### config.mk
export PLATFORM = sky130hd
export DESIGN_NAME = uart_tx_fifo_flat
export DESIGN_NICKNAME = d
export VERILOG_FILES = /design/src/rtl/uart_tx_fifo_if.sv /design/src/rtl/uart_tx_fifo.sv /design/src/flat_wrapper.sv
export SDC_FILE = /design/constraint.sdc
export NUM_CORES = 1
export LEC_CHECK = 0
export CAP_MARGIN = 25
export CORE_ASPECT_RATIO = 0.7
export CORE_MARGIN = 2
export CORE_UTILIZATION = 55
export CTS_CLUSTER_DIAMETER = 50
export CTS_CLUSTER_SIZE = 40
export DETAILED_ROUTE_END_ITERATION = 12
export PLACE_DENSITY = 0.74
export SLEW_MARGIN = 20
export SYNTH_ARGS = -nofsm -noshare
export SYNTH_HDL_FRONTEND = slang
export SYNTH_SLANG_ARGS = --single-unit
### constraint.sdc
create_clock -name clock -period 3.74 [get_ports clock]
set_input_delay 0.935 -clock clock [delete_from_list [all_inputs] [get_ports clock]]
set_output_delay 0.935 -clock clock [all_outputs]
set_load 0.1 [all_outputs]
### src/rtl/uart_tx_fifo_if.sv
// Bus bundle between the system-side byte writer and the uart_tx_fifo block.
// With UART_TX_FIFO_OVERFLOW_FLAG_EN defined the bundle also carries overflow/clr_overflow.
interface uart_tx_fifo_if #(
  parameter int unsigned DEPTH_LOG2 = 4
);
  logic                  wr_en;
  logic [7:0]            wr_data;
  logic                  full;
  logic                  empty;
  logic [DEPTH_LOG2:0]   count;
  logic                  uart_txready;
  logic                  uart_txen;
  logic [7:0]            uart_din;
`ifdef UART_TX_FIFO_OVERFLOW_FLAG_EN
  logic                  overflow;
  logic                  clr_overflow;

  modport master (
    output wr_en, wr_data, uart_txready, clr_overflow,
    input  full, empty, count, uart_txen, uart_din, overflow
  );
  modport slave (
    input  wr_en, wr_data, uart_txready, clr_overflow,
    output full, empty, count, uart_txen, uart_din, overflow
  );
`else
  modport master (
    output wr_en, wr_data, uart_txready,
    input  full, empty, count, uart_txen, uart_din
  );
  modport slave (
    input  wr_en, wr_data, uart_txready,
    output full, empty, count, uart_txen, uart_din
  );
`endif
endinterface

### src/rtl/uart_tx_fifo.sv
// Byte FIFO feeding a UART transmitter through a txen/din/txready handshake, one byte per frame.
// Optional sticky overflow flag is enabled by defining UART_TX_FIFO_OVERFLOW_FLAG_EN.
module uart_tx_fifo #(
  parameter int unsigned DEPTH_LOG2 = 4
) (
  input  logic          clock,
  input  logic          reset,
  uart_tx_fifo_if.slave bus
);
  localparam int unsigned DEPTH = 1 << DEPTH_LOG2;
  localparam int unsigned CW    = DEPTH_LOG2 + 1;

  typedef enum logic [1:0] {
    S_IDLE      = 2'd0,
    S_WAIT_BUSY = 2'd1,
    S_WAIT_DONE = 2'd2
  } state_t;

  logic [7:0]            r_mem [DEPTH];
  logic [DEPTH_LOG2-1:0] r_wr_ptr;
  logic [DEPTH_LOG2-1:0] r_rd_ptr;
  logic [CW-1:0]         r_count;
  state_t                r_state;
  state_t                w_state_nxt;
  logic                  r_txen;
  logic [7:0]            r_din;
  logic                  w_full;
  logic                  w_empty;
  logic                  w_wr;
  logic                  w_pop;

  assign w_full  = (r_count == CW'(DEPTH));
  assign w_empty = (r_count == '0);
  assign w_wr    = bus.wr_en & ~w_full;

  // State register
  always_ff @(posedge clock) begin
    if (reset) r_state <= S_IDLE;
    else       r_state <= w_state_nxt;
  end

  // Next-state logic: wait for the UART to go busy, then idle again, before the next pop
  always_comb begin
    w_state_nxt = r_state;
    case (r_state)
      S_IDLE:      if (!w_empty && bus.uart_txready) w_state_nxt = S_WAIT_BUSY;
      S_WAIT_BUSY: if (!bus.uart_txready)            w_state_nxt = S_WAIT_DONE;
      S_WAIT_DONE: if (bus.uart_txready)             w_state_nxt = S_IDLE;
      default:                                       w_state_nxt = S_IDLE;
    endcase
  end

  // Output logic: a pop is only ever decided in IDLE
  always_comb begin
    w_pop = 1'b0;
    case (r_state)
      S_IDLE:  w_pop = !w_empty && bus.uart_txready;
      default: w_pop = 1'b0;
    endcase
  end

  always_ff @(posedge clock) begin
    if (w_wr) r_mem[r_wr_ptr] <= bus.wr_data;
  end

  always_ff @(posedge clock) begin
    if (reset) begin
      r_wr_ptr <= '0;
      r_rd_ptr <= '0;
      r_count  <= '0;
    end else begin
      if (w_wr)  r_wr_ptr <= r_wr_ptr + DEPTH_LOG2'(1);
      if (w_pop) r_rd_ptr <= r_rd_ptr + DEPTH_LOG2'(1);
      case ({w_wr, w_pop})
        2'b10:   r_count <= r_count + CW'(1);
        2'b01:   r_count <= r_count - CW'(1);
        default: r_count <= r_count;
      endcase
    end
  end

  // UART load pulse and held byte
  always_ff @(posedge clock) begin
    if (reset) begin
      r_txen <= 1'b0;
      r_din  <= 8'h00;
    end else begin
      r_txen <= w_pop;
      if (w_pop) r_din <= r_mem[r_rd_ptr];
    end
  end

  assign bus.full      = w_full;
  assign bus.empty     = w_empty;
  assign bus.count     = r_count;
  assign bus.uart_txen = r_txen;
  assign bus.uart_din  = r_din;

`ifdef UART_TX_FIFO_OVERFLOW_FLAG_EN
  logic r_overflow;

  // Sticky drop indicator; a new drop outranks a clear in the same cycle
  always_ff @(posedge clock) begin
    if (reset)                      r_overflow <= 1'b0;
    else if (bus.wr_en && w_full)   r_overflow <= 1'b1;
    else if (bus.clr_overflow)      r_overflow <= 1'b0;
  end

  assign bus.overflow = r_overflow;
`endif
endmodule
### src/flat_wrapper.sv
// flat-port wrapper written by rule: the top's interface ports become plain ports
module uart_tx_fifo_flat 
#(
  parameter int unsigned DEPTH_LOG2 = 4
)
  (clock, reset, bus_wr_en, bus_wr_data, bus_uart_txready, bus_full, bus_empty, bus_count, bus_uart_txen, bus_uart_din);
  uart_tx_fifo_if #(.DEPTH_LOG2(DEPTH_LOG2)) bus_i ();
  input  logic clock;
  input  logic reset;
  input wire logic [$bits(bus_i.wr_en)-1:0] bus_wr_en;
  input wire logic [$bits(bus_i.wr_data)-1:0] bus_wr_data;
  input wire logic [$bits(bus_i.uart_txready)-1:0] bus_uart_txready;
  output wire logic [$bits(bus_i.full)-1:0] bus_full;
  output wire logic [$bits(bus_i.empty)-1:0] bus_empty;
  output wire logic [$bits(bus_i.count)-1:0] bus_count;
  output wire logic [$bits(bus_i.uart_txen)-1:0] bus_uart_txen;
  output wire logic [$bits(bus_i.uart_din)-1:0] bus_uart_din;
  assign bus_i.wr_en = bus_wr_en;
  assign bus_i.wr_data = bus_wr_data;
  assign bus_i.uart_txready = bus_uart_txready;
  assign bus_full = bus_i.full;
  assign bus_empty = bus_i.empty;
  assign bus_count = bus_i.count;
  assign bus_uart_txen = bus_i.uart_txen;
  assign bus_uart_din = bus_i.uart_din;
  uart_tx_fifo #(.DEPTH_LOG2(DEPTH_LOG2)) u_core (.clock(clock), .reset(reset), .bus(bus_i));
endmodule
## After elaboration in Yosys (flattened, before gate mapping)

Memory sizes are Yosys's and may differ from the RTL's. A register that Yosys moved wholly into a read port is not among the register bits.
Cells that the tools add are included.

| word-level totals | value |
|---|---|
| word-level logic and storage cells | 34 |
| bits in writable memories | 128 |
| bits in registers | 16 |
| output and inout port bits | 16 |
| memories | 1 |
| bits of input ports | 12 |

| operators by class | value |
|---|---|
| equality and inequality tests | 8 |
| add/sub/neg operators | 4 |
| mux-type cells | 8 |
| reductions and logical operators | 6 |
| bitwise logic cells | 2 |

Memories:

| name | depth | bits a word | read ports | clocked after memory_dff | wr ports | line | source |
|---|---|---|---|---|---|---|---|
| u_core.r_mem | 16 | 8 | 1 | 1 | 1 | uart_tx_fifo.sv:19 | `logic [7:0] r_mem [DEPTH];` |

Operators by type and width:

| kind | number |
|---|---|
| one-hot mux 5 bit (2 select lines) | 1 |
| adder 4 x 1 -> 4 bit (second input constant) | 2 |
| 2-to-1 mux 2 bit | 3 |
| one-hot mux 2 bit (3 select lines) | 1 |
| adder 5 x 1 -> 5 bit (second input constant) | 1 |
| == test 5 bit (second input constant) | 1 |
| zero test 5 bit | 1 |
| subtractor 5 x 1 -> 5 bit (second input constant) | 1 |
| == test 2 x 1 -> 1 bit (second input constant) | 2 |
| == test 2 bit (second input constant) | 2 |
| != test 2 bit (second input constant) | 2 |
| 2-to-1 mux 1 bit | 3 |
| AND reduction 3 bit | 1 |
| zero test 2 bit | 1 |
| != test 2 x 1 -> 1 bit (second input constant) | 1 |
| nonzero test 2 bit | 1 |
| bitwise AND 1 bit | 1 |
| logical AND 1 bit | 1 |
| zero test 1 bit | 1 |
| NOT 1 bit | 1 |

## Logic depth before layout (Yosys ltp)

| logic depth | value |
|---|---|
| word-level depth | 6 |
| mapped depth | 10 |

## Worst setup path after synthesis

Ideal clock, no wire load.

| path | value |
|---|---|
| kind | register to output |
| start | reg u_core.r_count[0], in the netlist u_core.bus.count[0] |
| end | out bus_empty |
| path buffers | 1 |
| data required time | 2805 ps |
| arrival time | 2735 ps |
| cell stages (with the launch flop) | 4 |
| setup slack | 70 ps |
| cells stage by stage | dfxtp_1 -> or4_1 -> buf_2 -> nor2_1 |

| between the ends | value |
|---|---|
| word-level cells in the longest chain between the ends | 1 |

RTL lines:

| element | line | source |
|---|---|---|
| start, declared | uart_tx_fifo.sv:22 | `logic [CW-1:0] r_count;` |
| start signal, assigned | uart_tx_fifo.sv:75 | `2'b10: r_count <= r_count + CW'(1);` |
| start signal, assigned | uart_tx_fifo.sv:76 | `2'b01: r_count <= r_count - CW'(1);` |
| start signal, assigned | uart_tx_fifo.sv:77 | `default: r_count <= r_count;` |
| zero test 5 bit | uart_tx_fifo.sv:33 | `assign w_empty = (r_count == '0);` |
| end, declared | flat_wrapper.sv:14 | `output wire logic [$bits(bus_i.empty)-1:0] bus_empty;` |

Every way passes these cells.

## Worst setup path after layout

| path | value |
|---|---|
| start | in bus_uart_txready |
| end | reg u_core.r_count[4], in the netlist u_core.bus.count[4] |

| between the ends | value |
|---|---|
| word-level cells in the longest chain between the ends | 4 |
| elaborated cells between the ends (all ways) | 6 |
| those cells by class | 2 x eq/ne; 2 x mux; 2 x reduce/logical |

RTL lines:

| element | line | source |
|---|---|---|
| start, declared | flat_wrapper.sv:12 | `input wire logic [$bits(bus_i.uart_txready)-1:0] bus_uart_txready;` |
| logical AND 1 bit * | uart_tx_fifo.sv:57 | `S_IDLE: w_pop = !w_empty && bus.uart_txready;` |
| 2-to-1 mux 1 bit * | uart_tx_fifo.sv:56 | `case (r_state)` |
| == test 2 x 1 -> 1 bit or == test 2 bit (tied branches) | uart_tx_fifo.sv:74 | `case ({w_wr, w_pop})` |
| one-hot mux 5 bit (2 select lines) or nonzero test 2 bit (tied branches) | n/a |  |

Mark *: on every way between the ends. The rest lies on a longest branch, timed or not.
A chain may end at the register's enable or synchronous reset.

==> flow_summary.yaml <==
critical_path:
  crit_top_cell: "ha_1"
  reg2reg_from: "u_core.bus.count[0]"
  crit_start: "bus_uart_txready"
  required_ns: 4.05
  startpoint_type: "primary input"
  crit_path_end_kind: "register"
  cp_max_fo: 6
  critPathSlowestCell: "clkdlybuf4s50_1"
  worstSetupPathType: "in2reg"
  critical_path.top_delay_family: "adder cells"
  crit_buf_inv: 1
  path_cells: "clkdlybuf4s50_1, nor3b_1, a21boi_1, ha_1, ha_1, a21o_1, a21oi_1, mux2i_1, mux2_1"
  worstPathArrival_ns: 3.53
  r2r_slack_ns: 1.05
  cpPeakStageDelay_ns: 0.49
cts:
  clk_pin_slew_ns: 0.06
  post_cts_buffers: 0
  clock_latency_ns: 0.42
  cts_tree: "done"
  cts_sinks: 152
  cts_buffers: 17
  htreeDepth: 4
  root_buffer: "clkbuf_16"
  cts_resized: 0
  postCtsHoldBufs: 0
  clk_path_buf_depth: 2
sta:
  hold_violations: 0
  period_minus_slack_ns: 3.23
  fin_tns_setup_ns: 0
  timing.final.crit_share_pct: 86.3
  rsz0062_at_grt: "no"
  skew_ns: 0.00891
  maxSlewViolCount: 0
  tightest_slew_ns: 0.970
  clock.fmax_mhz: 310
  maxSlewHeadroom_pct: 35.1
  finalSetupViolCount: 0
die:
  fp.dieArea_um2: 11900
  die_h_um: 92.0
  start_util_pct: 55.9
  rows: 32
  core_um2: 10900
  die_w_um: 130
  num_io_pins: 28
power_and_ir_drop:
  irDropWorstVdd_uv: 445
  power_mw: 4.98
  clkPwrFrac_pct: 32.0
  powerDensity_nw_per_um2: 704
  pwr-share-seq_pct: 41.2
  p_comb_share_pct: 26.8
  swShare_pct: 33.8
  p_int_mw: 3.30
  power.net_switching_mw: 1.68
  p_leak_nw: 2.29
grt:
  grt_pass1_wl_um: 18700
  overflow: 0
  grt_pass1_vias: 3379
  track_usage_pct: 22.1
  antenna_found_initial: 0
  grt_max_degree: 20
yosys:
  syn_area_um2: 6080
  seq_area_frac_synth_pct: 71.1
  async_flop_share_pct: 0
  synth-edff-count: 128
  syn-num-nets: 398
  yosysUniqueCellTypes: 42
  synth_warnings: 0
  syn-instance-count: 376
  synth-seq-cells: 152
  ys.flop_type: "edfxtp_1"
  syn_area_per_cell_um2: 16.2
status:
  status: "finished clean"
placement:
  dp_hpwl_um: 7980
  io_buffers: 27
  routabilityCongestion: 0.807
  place_area_um2: 6520
layout:
  fin_nets: 436
  antenna_cells: 0
  fin_area_um2: 7070
  utilization_pct: 64.9
  syn_to_final_growth_pct: 16.2
  drive_gt1_share_pct: 13.3
route:
  via_per_inst: 5.78
  drc: 0
  route.detailed.wl_per_inst_um: 20.5
  ant_nets: 0
  vias: 3352
  drtPass1Iterations: 4
  routed_wirelength_um: 11900
  drt_iter0_markers: 244
hold_path:
  holdCritStartpoint: "u_core.r_state[1]"
  min_path_type: "reg2reg"
flow_run:
  maxCapViolations: 0
kinds of logic after synthesis:
group	Yosys count	share of synthesized area [%]
buf+inv	27	2.26
mux	59	11.8
simple gates	68	5.31
fa+ha+maj	10	2.18
flops	152	71.1
compound gates	50	5.94
xor+xnor	10	1.44
routing by layer:
metal  wire length [um]  track usage (%)  up-vias
met5                  0                0        -
met3               1020             8.52       13
li1                   -                -     1545
met2               5250             31.7      101
met1               5500             31.3     1693
met4                132             7.08        0
stage by stage:
stage,hold WS (ns),setup WS (ns),instances
after global routing,0.521,0.296,580
final,0.489,0.513,580
after detailed placement,0.479,0.115,548
after global placement,0.464,0.180,548
after CTS,0.489,0.538,580
after floorplan,0.445,0.0702,376
layout make-up:
| type | count | area (um^2) |
|---|---|---|
| sequential | 152 | 4330 |
| fill | 800 | 3820 |
| multi-input combinational | 197 | 1620 |
| clock buffer | 21 | 440 |
| timing repair buffer | 42 | 370 |
| tap | 153 | 191 |
| clock inverter | 11 | 106 |
| inverter | 4 | 15.0 |
sequential cells by signal, summed over array words and instances, names as in the netlist:
signal,count
u_core.bus.uart_txen,1
u_core.bus.uart_din,8
u_core.r_wr_ptr,4
u_core.r_state,2
u_core.r_rd_ptr,4
u_core.r_mem,128
u_core.bus.count,5
cells in the final DEF, fill, tap and decap left out, types with 6 or more instances in the layout:
master           instances
ha_1                     9
clkdlybuf4s50_1         22
o22ai_1                 22
clkbuf_16               17
mux2i_1                 48
mux4_2                  10
edfxtp_1               128
xor2_1                   6
dfxtp_1                 23
nor2_1                  39
a211oi_1                 6
buf_4                   20
nor3_1                   6
cell usage after synthesis (3+ instances only):
cell / instances / area share (%)
a21oi_1: 3 / 0.25
o22ai_1: 22 / 2.3
nor2_1: 39 / 2.4
mux2i_1: 48 / 7.9
nand3b_1: 3 / 0.37
clkbuf_1: 9 / 0.56
a2111oi_0: 5 / 0.72
nand2_1: 4 / 0.25
nor3_1: 6 / 0.49
o211ai_1: 3 / 0.37
edfxtp_1: 128 / 63
inv_1: 4 / 0.25
a211oi_1: 6 / 0.74
xor2_1: 6 / 0.86
buf_2: 9 / 0.74
ha_1: 9 / 1.9
mux4_2: 10 / 3.7
xnor2_1: 4 / 0.58
dfxtp_1: 24 / 7.9
nor2b_1: 4 / 0.41
power by group through the flow:
stage                     registers, mW  clock network, mW  logic, mW
after floorplan                    2.53                  0      0.587
after global placement             2.08                  0       1.32
after detailed placement           2.09                  0       1.34
after CTS                          2.05               1.60       1.34
after global routing               2.07               1.68       1.43
final                              2.05               1.59       1.34
worst paths after layout:
check | depth (start not counted) | to
worst max register to register | 8 | u_core.bus.count[4]
worst min-delay path | 1 | u_core.r_state[0]
worst max-delay path | 9 | u_core.bus.count[4]
worst min register to register | 1 | u_core.r_state[0]
(Power assumes the default switching activity.)
